`src/rtl/eth_serdes_hdr_err_inject.sv`:
```
// ---------------------------------------------------------------------------
// eth_serdes_hdr_err_inject
//
// Sync-header error injector on the SERDES loopback path (PHY TX -> PHY RX).
// Data words pass through with one cycle of latency. When armed, the 66b sync
// header is replaced by a programmable bad value in one of three patterns:
// a single block, one block every P blocks, or a burst of N consecutive blocks.
//
// Ports
//   clk, rst_n        SERDES parallel clock, asynchronous active-low reset
//   in_data/in_hdr    block from PHY TX
//   out_data/out_hdr  block to PHY RX (header possibly corrupted), 1-cycle latency
//   out_hdr_err       high when out_hdr of this cycle was forced
//   cfg_enable        master enable; low forces pass-through and returns to IDLE
//   cfg_mode          0 PASS, 1 SINGLE, 2 PERIODIC, 3 BURST
//   cfg_bad_hdr       header substituted on injection
//   cfg_period        PERIODIC spacing in blocks (0/1 = every block)
//   cfg_burst_len     BURST length in blocks (0 = 1)
//   start             one-cycle pulse arming the selected mode (latches cfg_*)
//   clear_count       synchronous clear of inject_count
//   busy              high whenever the FSM is not IDLE
//   inject_count      saturating count of corrupted blocks
// ---------------------------------------------------------------------------
module eth_serdes_hdr_err_inject #(
    parameter int DATA_WIDTH = 64,
    parameter int HDR_WIDTH  = 2,
    parameter int CNT_WIDTH  = 16
) (
    input  logic                  clk,
    input  logic                  rst_n,
    input  logic [DATA_WIDTH-1:0] in_data,
    input  logic [HDR_WIDTH-1:0]  in_hdr,
    output logic [DATA_WIDTH-1:0] out_data,
    output logic [HDR_WIDTH-1:0]  out_hdr,
    output logic                  out_hdr_err,
    input  logic                  cfg_enable,
    input  logic [1:0]            cfg_mode,
    input  logic [HDR_WIDTH-1:0]  cfg_bad_hdr,
    input  logic [CNT_WIDTH-1:0]  cfg_period,
    input  logic [CNT_WIDTH-1:0]  cfg_burst_len,
    input  logic                  start,
    input  logic                  clear_count,
    output logic                  busy,
    output logic [CNT_WIDTH-1:0]  inject_count
);

    typedef enum logic [1:0] {IDLE, HIT, GAP} state_t;

    localparam logic [1:0] MODE_PASS     = 2'd0;
    localparam logic [1:0] MODE_SINGLE   = 2'd1;
    localparam logic [1:0] MODE_PERIODIC = 2'd2;
    localparam logic [1:0] MODE_BURST    = 2'd3;

    localparam logic [CNT_WIDTH-1:0] CNT_ONE = {{(CNT_WIDTH-1){1'b0}}, 1'b1};
    localparam logic [CNT_WIDTH-1:0] CNT_MAX = {CNT_WIDTH{1'b1}};

    state_t                 state, state_n;
    logic [1:0]             mode_q;
    logic [HDR_WIDTH-1:0]   bad_hdr_q;
    logic [CNT_WIDTH-1:0]   period_q, burst_len_q;
    logic [CNT_WIDTH-1:0]   burst_cnt, burst_cnt_n;
    logic [CNT_WIDTH-1:0]   gap_cnt, gap_cnt_n;
    logic [CNT_WIDTH-1:0]   inject_count_n;
    logic [CNT_WIDTH-1:0]   burst_target;
    logic                   load_cfg;
    logic                   hit;

    // A block is corrupted only while armed in HIT and still enabled, so
    // dropping cfg_enable suppresses the injection on that very cycle.
    assign hit          = (state == HIT) && cfg_enable;
    assign burst_target = (burst_len_q == '0) ? CNT_ONE : burst_len_q;
    assign busy         = (state != IDLE);

    always_comb begin
        state_n     = state;
        burst_cnt_n = burst_cnt;
        gap_cnt_n   = gap_cnt;
        load_cfg    = 1'b0;

        if (!cfg_enable) begin
            state_n     = IDLE;
            burst_cnt_n = '0;
            gap_cnt_n   = '0;
        end else begin
            case (state)
                IDLE: begin
                    // A start while busy never reaches here, so it is ignored.
                    if (start && (cfg_mode != MODE_PASS)) begin
                        state_n     = HIT;
                        load_cfg    = 1'b1;
                        burst_cnt_n = '0;
                        gap_cnt_n   = '0;
                    end
                end
                HIT: begin
                    case (mode_q)
                        MODE_SINGLE: state_n = IDLE;
                        MODE_BURST: begin
                            if ((burst_cnt + CNT_ONE) >= burst_target) begin
                                state_n     = IDLE;
                                burst_cnt_n = '0;
                            end else begin
                                burst_cnt_n = burst_cnt + CNT_ONE;
                            end
                        end
                        MODE_PERIODIC: begin
                            // Period 0/1 stays in HIT: every block is corrupted.
                            if (period_q > CNT_ONE) begin
                                state_n   = GAP;
                                gap_cnt_n = period_q - CNT_ONE;
                            end
                        end
                        default: state_n = IDLE;
                    endcase
                end
                GAP: begin
                    if (gap_cnt <= CNT_ONE) begin
                        state_n   = HIT;
                        gap_cnt_n = '0;
                    end else begin
                        gap_cnt_n = gap_cnt - CNT_ONE;
                    end
                end
                default: state_n = IDLE;
            endcase
        end
    end

    // A hit coinciding with clear_count leaves the count at 1 so that the
    // corruption on that cycle is not lost.
    always_comb begin
        inject_count_n = inject_count;
        if (clear_count) begin
            inject_count_n = hit ? CNT_ONE : '0;
        end else if (hit && (inject_count != CNT_MAX)) begin
            inject_count_n = inject_count + CNT_ONE;
        end
    end

    always_ff @(posedge clk or negedge rst_n) begin
        if (!rst_n) begin
            state        <= IDLE;
            burst_cnt    <= '0;
            gap_cnt      <= '0;
            inject_count <= '0;
            mode_q       <= MODE_PASS;
            bad_hdr_q    <= '0;
            period_q     <= '0;
            burst_len_q  <= '0;
        end else begin
            state        <= state_n;
            burst_cnt    <= burst_cnt_n;
            gap_cnt      <= gap_cnt_n;
            inject_count <= inject_count_n;
            if (load_cfg) begin
                mode_q      <= cfg_mode;
                bad_hdr_q   <= cfg_bad_hdr;
                period_q    <= cfg_period;
                burst_len_q <= cfg_burst_len;
            end
        end
    end

    // Output register: the single cycle of latency for data and header.
    always_ff @(posedge clk or negedge rst_n) begin
        if (!rst_n) begin
            out_data    <= '0;
            out_hdr     <= '0;
            out_hdr_err <= 1'b0;
        end else begin
            out_data    <= in_data;
            out_hdr     <= hit ? bad_hdr_q : in_hdr;
            out_hdr_err <= hit;
        end
    end

endmodule

```
`config.mk`:
```
export PLATFORM = sky130hd
export DESIGN_NAME = eth_serdes_hdr_err_inject
export DESIGN_NICKNAME = d
export VERILOG_FILES = /design/src/rtl/eth_serdes_hdr_err_inject.sv
export SDC_FILE = /design/constraint.sdc
export NUM_CORES = 1
export LEC_CHECK = 0
export ABC_AREA = 1
export CAP_MARGIN = 20
export CELL_PAD_IN_SITES_DETAIL_PLACEMENT = 1
export CELL_PAD_IN_SITES_GLOBAL_PLACEMENT = 2
export CORE_AREA = 2 2 164 166
export DETAILED_ROUTE_END_ITERATION = 7
export DIE_AREA = 0 0 166 168
export PLACE_DENSITY_LB_ADDON = 0.1
export SYNTH_ARGS = -nofsm -noshare
export SYNTH_HDL_FRONTEND = slang
export SYNTH_SLANG_ARGS = --single-unit
```
`constraint.sdc`:
```
create_clock -name clk -period 2.6 [get_ports clk]
set_input_delay 0.39 -clock clk [delete_from_list [all_inputs] [get_ports clk]]
set_output_delay 0.39 -clock clk [all_outputs]
set_load 0.005 [all_outputs]
```
# Word-level counts from Yosys, hierarchy flattened
# Index checks and enable logic that the tools add are counted.
[totals] reg_bits=153 input_bits=107 out_inout_bits=84 word_cells=68
[op_classes] addsub=4 order_cmp=3 n_eq_ne=14 muxes=25 n_reduce_logical=11
[ops] op="two-way mux 16 bit" n=11
[ops] op="one-hot mux 16 bit (3 select lines)" n=1
[ops] op="adder 16 x 1 -> 16 bit (second input constant)" n=2
[ops] op="one-hot mux 16 bit (2 select lines)" n=1
[ops] op="subtractor 16 x 1 -> 16 bit (second input constant)" n=2
[ops] op=">= comparator 16 bit" n=1
[ops] op="greater-than comparator 16 x 1 -> 1 bit (second input constant)" n=1
[ops] op="less-or-equal comparator 16 x 1 -> 1 bit (second input constant)" n=1
[ops] op="logical NOT 16 bit" n=1
[ops] op="!= test 16 bit (second input constant)" n=1
[ops] op="two-way mux 2 bit" n=6
[ops] op="!= test 3 x 2 -> 1 bit (second input constant)" n=3
[ops] op="!= test 4 bit (second input constant)" n=2
[ops] op="AND reduction 4 bit" n=2
[ops] op="== test 2 bit (second input constant)" n=3
[ops] op="!= test 3 bit (second input constant)" n=2
[ops] op="one-hot mux 2 bit (3 select lines)" n=1
[ops] op="nonzero test 2 bit" n=3
[ops] op="two-way mux 1 bit" n=4
[ops] op="!= test 4 x 1 -> 1 bit (second input constant)" n=1
[ops] op="one-hot mux 2 bit (2 select lines)" n=1
[ops] op="logical AND 1 bit" n=3
[ops] op="!= test 3 x 1 -> 1 bit (second input constant)" n=1
[ops] op="AND reduction 3 bit" n=1
[ops] op="other kinds (2)" n=2

# Depth between registers and ports, before layout
# Gate-level depths: netlist (run 1).
[logic_depth] depth_word=7 mapped_depth=19 ltp_nobuf=18

# Worst setup path before layout (run 1)
# No wires, ideal clock.
[synth_timing] path_type="register to register" from="register burst_cnt[0]" to="register burst_cnt[15]" setup_ns=0.065 arrival_time_ns=2.349 required_ns=2.535 setup_slack_ns=0.186 stages_incl_launch_ff=18 n_path_buf=2 period_less_slack_ns=2.414 path_cell_list="dfrtp_1 > ha_1 > nand3_1 > inv_1 > nand2_1 > nor3_1 > xor2_1 > ha_1 > nand2_1 > inv_1 > nand2_1 > a21oi_1 > nor2_1 > and2_1 > clkbuf_2 > buf_2 > nand3_1 > nand2_1"
[synth_via] elab_chain_cells=6
[synth_rtl] item="from (decl)" line="61" rtl="logic [CNT_WIDTH-1:0] burst_cnt, burst_cnt_n;"
[synth_rtl] item="from (signal assigned)" line="152" rtl="burst_cnt <= burst_cnt_n;"
[synth_rtl] item="adder 16 x 1 -> 16 bit *" line="99, 103"
[synth_rtl] item=">= comparator 16 bit" line="99" rtl="if ((burst_cnt + CNT_ONE) >= burst_target) begin"
[synth_rtl] item="two-way mux 16 bit *" line="99"
[synth_rtl] item="two-way mux 16 bit *" line="96" rtl="case (mode_q)"
[synth_rtl] item="one-hot mux 16 bit (2 select lines) *" line="85" rtl="case (state)"
[synth_rtl] item="two-way mux 16 bit *" line="80" rtl="if (!cfg_enable) begin"
# Mark *: on every way between the ends. The rest lies on a longest branch, timed or not. The select of a mux whose other input is x is not followed.
# A chain may end at the register's enable or synchronous reset.

# Worst setup path in the final report (run 1)
[layout_timing] from="register burst_cnt[1]" to="register state[0]"
[layout_via] elab_chain_cells=4
[layout_rtl] item="adder 16 x 1 -> 16 bit" line="99"
[layout_rtl] item=">= comparator 16 bit" line="99"
[layout_rtl] item="!= test 4 bit (no source line)"
[layout_rtl] item="AND reduction 4 bit (no source line)"
[layout_rtl] item="to (signal assigned)" line="151" rtl="state <= state_n;"
[layout_rtl] item="to (decl)" line="57" rtl="state_t state, state_n;"
# No other way between the ends.

==> summary.md, run 1 <==
| Metric | Value |
|---|---|
| Layout cells sized above 1 | `between 9 and 10%` |
| Leak | `4.99 nW` |
| Number of synthesized register bits | `153` |
| H-tree depth | `4` |
| Final GP Congestion | `approximately 0.74` |
| Logic pwr share | `approximately 34%` |
| Main synth FF type | `dfrtp_1` |
| Max IR drop VDD | `0.000322 V` |
| Final hold vios | `0` |
| Syn nets | `between 900 and 1,000` |
| Seq pwr share | `between 30% and 40%` |
| Setup crit end kind | `flip-flop` |
| Initial DRT Pass Iterations | `4` |
| Worst-case clock buffer depth | `2` |
| DRT antenna net count | `0` |
| Drc violations | `0` |
| Synth cell types | `just over 40` |
| Setup Skew | `approximately 18 ps` |
| Port bufs | `190` |
| Final net count | `around 1,200` |
| M1 wire length | `a little over 10,000 um` |
| Max layer used | `met4` |
| CP peak stage delay | `about 400 ps` |
| Critical path class | `flip-flop to flip-flop` |
| CP max FO | `4` |
| Antenna Cells | `0` |
| Maxcap violations | `0` |
| Ports | `roughly 190` |
| Async SR Flop Fraction | `100%` |
| EDFF count, synth | `0` |
| Hpwl dp | `approximately 18,000 um` |
| Cells after synthesis | `roughly 850` |
| Vias in the first global route | `about 6,800` |
| Highest clock rate | `423 MHz` |
| Post-Syn Area | `roughly 7200 sq um` |
| P_sw | `between 3 and 4 mW` |
| Initial core utilization | `between 20 and 30%` |
| Routed len/inst | `16.3 um` |
| Die ar. | `27,900 sq um` |
| CTS tree | `done` |
| Via/cell ratio | `approximately 4.4` |
| All-Layer GR Usage | `roughly 17%` |
| Root buf cell | `clkbuf_16` |
| Slew Limit Fails | `0` |
| Worst Path Arrival | `between 2000 and 3000 ps` |
| Core Util, Final | `39.6%` |
| Die height | `roughly 170 um` |
| Synthesis warning total | `0` |
| Critical path cell sequence | `ha_4 > nand3_4 > inv_4 > nand4_1 > o21ai_1 > nand2_1 > ha_1 > nand4_1 > a21oi_1 > nor2_1 > buf_4 > nand3_1 > nand2_1 > nand2_1 > nand2_1` |
| Slowest CP cell | `dfrtp_2` |
| Routed wl met2 | `~11,000 um` |
| Ratio of final minimum period to clock period | `between 90% and 100%` |
| Final Non-Filler Cells | `around 1,400` |
| Initial antenna violation count | `0` |
| Unrepaired setup endpoints after global routing | `no` |
| Met3 routed WL | `1540 um` |
| Horiz. Die Dim | `166 um` |
| Multi-input logic area | `3030 sq um` |
| Outcome | `finished clean` |
| Final worst slack | `238 ps` |
| Final Critical Period | `2360 ps` |
| Clk pwr share | `approximately 29%` |
| Syn_area_per_cell | `8.54 sq um` |
| Sink Count | `around 150` |
| CP required | `roughly 2900 ps` |
| Top cell by count, worst path | `nand2_1` |
| Reg clk slew, reported paths | `~80 ps` |
| Core area | `around 26,000 sq um` |
| Gr ovfl total | `0` |
| Setup Slack @ Placement | `~1.8 ps` |
| Placed Cells | `1,377` |
| Num CTS Buffers | `17` |
| Register area | `between 3000 and 4000 sq um` |
| Actual slew at the worst max-slew pin | `roughly 780 ps` |
| Startpoint types | `flip-flop` |
| Vias | `~6,300` |
| FP Rows | `60` |
| # setup viols final | `0` |
| Slew HR | `48.2%` |
| Routed wire length | `~23,000 um` |
| Hold Crit Class | `input pin to flip-flop` |
| Drt first-iter violations | `roughly 160` |
| Internal | `5.29 mW` |
| Fill cell instance count of the final layout | `just over 3,000` |
| Total power divided by cell area | `820 nW/um^2` |
| Largest net degree at the start of global routing | `58` |
| Area Overhead vs Synth | `44.5%` |
| Clk_lat worst skew | `430 ps` |
| Proportion of synthesized chip area in sequential cells | `53.0%` |
| Setup TNS Final | `0 ps` |
| First-pass GRT wire length | `37,800 um` |
| Sw Ratio | `38.2%` |
area by class of cell:
cell class	count	area share, %
sequential	153	36.8
clock inverter	15	1.55
inverter	93	3.41
tap	341	4.09
multi-input combinational	583	29.1
clock buffer	17	4.08
timing repair buffer	221	21.0
flip-flops by register name, indices dropped and copies added (netlist names):
| name | count |
|---|---|
| burst_len_q | 16 |
| gap_cnt | 16 |
| period_q | 16 |
| inject_count | 16 |
| mode_q | 2 |
| out_hdr | 2 |
| state | 2 |
| out_hdr_err | 1 |
| out_data | 64 |
| bad_hdr_q | 2 |
| burst_cnt | 16 |
what timing repair did:
| action | in CTS | in global routing |
|---|---|---|
| resized for setup | 0 | 32 |
| setup buffers | 3 | 9 |
| hold buffers | 1 | 0 |
| gates cloned | 0 | 1 |
| endpoints found under the hold margin | 54 | 0 |
| setup endpoints to repair | 11 | 18 |
| pin swaps | 1 | 6 |
per-stage QoR:
step | power [mW] | hold WS, ps | cell area, sq um
after floorplan | 4.91 | 94.4 | 7220
after global placement | 6.07 | 419 | 9650
after detailed placement | 6.11 | 414 | 9650
after CTS | 8.70 | 369 | 10300
after global routing | 9.26 | 370 | 10400
final | 8.55 | 393 | 10400
worst paths after layout:
path | to | slack [ps] | depth (start not counted) | start
max in group asynchronous | burst_cnt[8] | 1380 | 3 | rst_n
min | out_data[20] | 390 | 1 | in_data[20]
max | state[0] | 240 | 15 | burst_cnt[1]
min reg2reg | out_hdr[1] | 470 | 2 | bad_hdr_q[1]
max reg2reg | state[0] | 240 | 15 | burst_cnt[1]
min in group asynchronous | inject_count[14] | 490 | 2 | rst_n
cells in the final DEF, fill, tap and decap left out, types with 3 or more instances in the layout:
| cell | count |
|---|---|
| xnor2_1 | 8 |
| ha_1 | 25 |
| nand3_1 | 60 |
| a21oi_1 | 41 |
| clkinv_8 | 3 |
| nand2_1 | 231 |
| clkinvlp_4 | 4 |
| buf_12 | 4 |
| clkbuf_16 | 17 |
| buf_4 | 25 |
| nor2_2 | 5 |
| o31ai_1 | 3 |
| clkdlybuf4s50_1 | 189 |
| nor2_1 | 98 |
| inv_8 | 5 |
| dfrtp_2 | 7 |
| inv_1 | 89 |
| mux2_2 | 5 |
| dfrtp_1 | 146 |
| nor3_1 | 7 |
| o21ai_0 | 25 |
| xor2_1 | 21 |
| nand2_2 | 7 |
| nand4_1 | 15 |
metal layers:
metal | vias up | global-route usage, %
met3 | 17 | 5.38
met4 | 0 | 4.57
met2 | 162 | 28.5
met1 | 2945 | 21.9
met5 | - | 0
li1 | 3137 | -
cells by family (layout without fill, tap and decap cells):
family	count (synthesis)	after routing	share of synthesized area [%]
simple gates	440	440	25.8
flops	153	153	53.0
xor+xnor	31	31	3.76
fa+ha+maj	26	26	4.51
mux	5	5	0.780
compound gates	81	81	6.12
buf+inv	109	346	6.05
critical path, delay by kind of cell (launching register included):
kind	cells	cell delay, ps
DFF	1	400
adders and majority gates	2	470
buffers and inverters	2	210
AOI/OAI and AO/OA	2	310
and+or+nand+nor	9	860
synthesized netlist by cell type, types with 2 or more instances:
| cell | count | area [sq um] |
|---|---|---|
| nand4_1 | 15 | 93.8 |
| a21oi_1 | 41 | 205 |
| ha_1 | 26 | 325 |
| nand2_4 | 2 | 22.5 |
| o21bai_1 | 2 | 15.0 |
| nor4_1 | 2 | 12.5 |
| o22ai_1 | 2 | 12.5 |
| xnor2_1 | 10 | 87.6 |
| nor2_1 | 102 | 383 |
| inv_1 | 90 | 338 |
| nor2_2 | 2 | 12.5 |
| nand2_2 | 2 | 12.5 |
| mux2_2 | 5 | 56.3 |
| buf_2 | 9 | 45.0 |
| or2_2 | 2 | 12.5 |
| nor3_1 | 8 | 40.0 |
| o21ai_0 | 26 | 130 |
| clkbuf_1 | 4 | 15.0 |
| a21o_1 | 2 | 15.0 |
| nand3b_1 | 2 | 15.0 |
| xor2_1 | 21 | 184 |
| dfrtp_1 | 153 | 3830 |
| nand3_1 | 62 | 310 |
| o31ai_1 | 3 | 22.5 |
| nand2_1 | 236 | 886 |
power by group through the flow:
stage,Sequential (mW),Combinational [mW],Clock [mW]
floorplan,3.09,1.81,0
global placement,3.18,2.89,0
detailed placement,3.19,2.92,0
CTS,3.14,2.96,2.59
global route,3.21,3.34,2.71
finish,3.14,2.91,2.50
No activity file was read; power rests on OpenSTA's default activity.
==> inputs of run 2 (changes only) <==
--- a/config.mk
+++ b/config.mk
@@ -6,7 +6,7 @@
 export NUM_CORES = 1
 export LEC_CHECK = 0
 export ABC_AREA = 1
-export CAP_MARGIN = 20
+export CAP_MARGIN = 10
 export CELL_PAD_IN_SITES_DETAIL_PLACEMENT = 1
 export CELL_PAD_IN_SITES_GLOBAL_PLACEMENT = 2
 export CORE_AREA = 2 2 164 166
==> results of run 2 <==
Same layout as run 1: the final DEF is identical, and so are final timing and power.
==> inputs of run 3 (changes only) <==
--- a/config.mk
+++ b/config.mk
@@ -9,9 +9,9 @@
 export CAP_MARGIN = 10
 export CELL_PAD_IN_SITES_DETAIL_PLACEMENT = 1
 export CELL_PAD_IN_SITES_GLOBAL_PLACEMENT = 2
-export CORE_AREA = 2 2 164 166
+export CORE_AREA = 4 4 166 168
 export DETAILED_ROUTE_END_ITERATION = 7
-export DIE_AREA = 0 0 166 168
+export DIE_AREA = 0 0 170 172
 export PLACE_DENSITY_LB_ADDON = 0.1
 export SYNTH_ARGS = -nofsm -noshare
 export SYNTH_HDL_FRONTEND = slang
==> run 3 against run 2 <==
Sequential power about the same. Flip-flop and latch count stayed put. First-iteration DRC count rose by 49%. Critical path depth fell by 2. Hold slack lost 4.9 ps.
==> summary.md, run 3 (same netlist as run 1, synthesis figures left out) <==
| Metric | Value |
|---|---|
| Outcome | `finished clean` |
| # setup viols final | `0 (unchanged)` |
| Commonest non-fill, non-tap cells in the layout | `233 x nand2_1, 189 x clkdlybuf4s50_1, 150 x dfrtp_1` |
| Root buf cell | `clkbuf_16` |
| Hold Crit Class | `input pin to flip-flop` |
| FP Rows | `59 (-1.7%)` |
| Largest net degree at the start of global routing | `56 (-3.4%)` |
| Internal | `5.31 mW (+0.50%)` |
| Max reg flops | `64 (unchanged)` |
| Placement-stage cell area | `9670 sq um (+0.23%)` |
| Worst Path Arrival | `2750 ps (+80 ps)` |
| GR Util met2 | `28.2% (-0.30 points)` |
| Seq pwr share | `36.4% (-0.3 points)` |
| Vias | `6,249 (-0.19%)` |
| Hold Slack | `388 ps (-4.94 ps)` |
| Layout cells sized above 1 | `9.35% (-0.54 points)` |
| Worst-case clock buffer depth | `2 (unchanged)` |
| Initial core utilization | `27.9% (+0.46 points)` |
| Ports | `191 (unchanged)` |
| Sink Count | `153 (unchanged)` |
| Drc violations | `0 (unchanged)` |
| H-tree depth | `4 (unchanged)` |
| Final GP Congestion | `0.760 (+2.6%)` |
| Core area | `25,900 sq um (-1.7%)` |
| Setup TNS Final | `0 ps (unchanged)` |
| Highest clock rate | `418 MHz (-1.2%)` |
| Setup Slack @ Placement | `-10.0 ps (-11.8 ps)` |
| All-Layer GR Usage | `16.1% (-1.1 points)` |
| Clk_lat worst skew | `430 ps (about the same)` |
| Drt first-iter violations | `243 (+49%)` |
| Final hold vios | `0 (unchanged)` |
| Final worst slack | `210 ps (-28.4 ps)` |
| Reg clk slew, reported paths | `80 ps (about the same)` |
| Commonest non-fill, non-tap cell in the layout | `nand2_1` |
| GR peak layer | `met2` |
| Min-delay src | `in_data[27]` |
| First-pass GRT wire length | `36,900 um (-2.4%)` |
| Worst setup path startpoint | `burst_cnt[1]` |
| CP required | `2960 ps (+50 ps)` |
| CTS tree | `done` |
| RR Startpoint | `burst_cnt[1]` |
| Startpoint types | `flip-flop` |
| Clk pwr share | `30.1% (+0.9 points)` |
| Hpwl dp | `18,100 um (+3.3%)` |
| Initial antenna violation count | `1 (+1)` |
| Die height | `172 um (+2.4%)` |
| Total power divided by cell area | `822 nW/um^2 (+0.28%)` |
| Final Non-Filler Cells | `1,415 (-0.56%)` |
| Routed wire length | `23,300 um (about the same)` |
| Num CTS Buffers | `17 (unchanged)` |
| Slew Limit Fails | `0 (unchanged)` |
| Setup Skew | `22.2 ps (+4.60 ps)` |
| Logic pwr share | `33.5% (-0.5 points)` |
| P_sw | `3.26 mW (about the same)` |
| Actual slew at the worst max-slew pin | `745 ps (-32.2 ps)` |
| Slew HR | `50.3% (+2.1 points)` |
| Global-route met1 utilization | `19.6% (-2.3 points)` |
| Reg2reg setup slack | `210 ps (-30 ps)` |
| Antenna Cells | `0 (unchanged)` |
| Maxcap violations | `0 (unchanged)` |
| Horiz. Die Dim | `170 um (+2.4%)` |
| Die ar. | `29,200 sq um (+4.8%)` |
| Initial DRT Pass Iterations | `4 (unchanged)` |
| Overall power | `8.57 mW (+0.29%)` |
| Max IR drop VDD | `0.000375 V (+16%)` |
| Via/cell ratio | `4.42 (+0.37%)` |
| CP max FO | `16 (+12)` |
| Setup crit end kind | `flip-flop` |
| Final instance area | `10,400 sq um (about the same)` |
| Sw Ratio | `38.0% (-0.13 points)` |
| Met3 Use GR | `4.85% (-0.54 points)` |
| Port bufs | `190 (unchanged)` |
| Vias in the first global route | `6,806 (-0.26%)` |
| Critical path class | `flip-flop to flip-flop` |
| Gr ovfl total | `0 (unchanged)` |
| Final net count | `1,200 (-0.17%)` |
| Core Util, Final | `40.3% (+0.68 points)` |
| DRT antenna net count | `0 (unchanged)` |
| Area Overhead vs Synth | `44.5% (about the same)` |
| Register name with the most flops | `out_data` |
| Placed Cells | `1,375 (-0.15%)` |
| Leak | `5.01 nW (+0.40%)` |
| Routed len/inst | `16.5 um (+0.66%)` |
| Final Critical Period | `2390 ps (+28.4 ps)` |
| Ratio of final minimum period to clock period | `91.9% (+1.1 points)` |
## run 3: changes by cell type in the layout (fill, tap and decap cells not counted), sizes merged
| cell | delta |
|---|---|
| buf | -2 |
| clkinv | +4 |
| clkinvlp | -4 |
## run 3: worst paths after layout
| kind | end | cells after the start |
|---|---|---|
| worst max-delay path | burst_cnt[12] | 13 |
| worst min-delay path | out_data[27] | 1 |
| worst max register to register | burst_cnt[12] | 13 |
| worst min register to register | out_hdr[0] | 2 |
| max in group asynchronous | period_q[8] | 3 |
| min in group asynchronous | inject_count[14] | 2 |
## run 3: worst max-delay path, cell delays in order (launching register included)
cell     delay (ps)
dfrtp_1         400
nand2_1         150
nor2_2          160
nand2_2         110
nor2_2          160
xor2_2          210
ha_1            280
a21oi_1         140
o21ai_0         100
nor2_2          140
and2_4          160
buf_12          140
nand3_1          80
nand2_1         100
## run 3: what timing repair did
| action | 4_1_cts | 5_1_grt |
|---|---|---|
| setup buffers | 2 | 5 |
| setup endpoints to repair | 16 | 18 |
| hold endpoints to repair | 51 | 0 |
| gates resized for setup | 0 | 23 |
| gates cloned | 0 | 0 |
| hold buffers | 1 | 0 |
| pin swaps | 0 | 6 |
## run 3: power by group through the flow
stage / clock (mW) / combinational [mW] / sequential, mW
floorplan: 0 / 1.81 / 3.09
global placement: 0 / 2.86 / 3.17
detailed placement: 0 / 2.88 / 3.18
CTS: 2.67 / 2.92 / 3.13
global route: 2.77 / 3.30 / 3.20
finish: 2.58 / 2.87 / 3.12
## run 3: metal layers
layer,part of all wire (%),wire (um)
met1,42,9880
met2,51,11800
met3,5.8,1360
met4,0.91,212
met5,0.056,13
## run 3: cell type report
type	count	area, sq um
clock inverter	15	194
inverter	93	353
fill	3001	15500
tap	335	419
timing repair buffer	219	2170
sequential	153	3830
multi-input combinational	583	3040
clock buffer	17	425
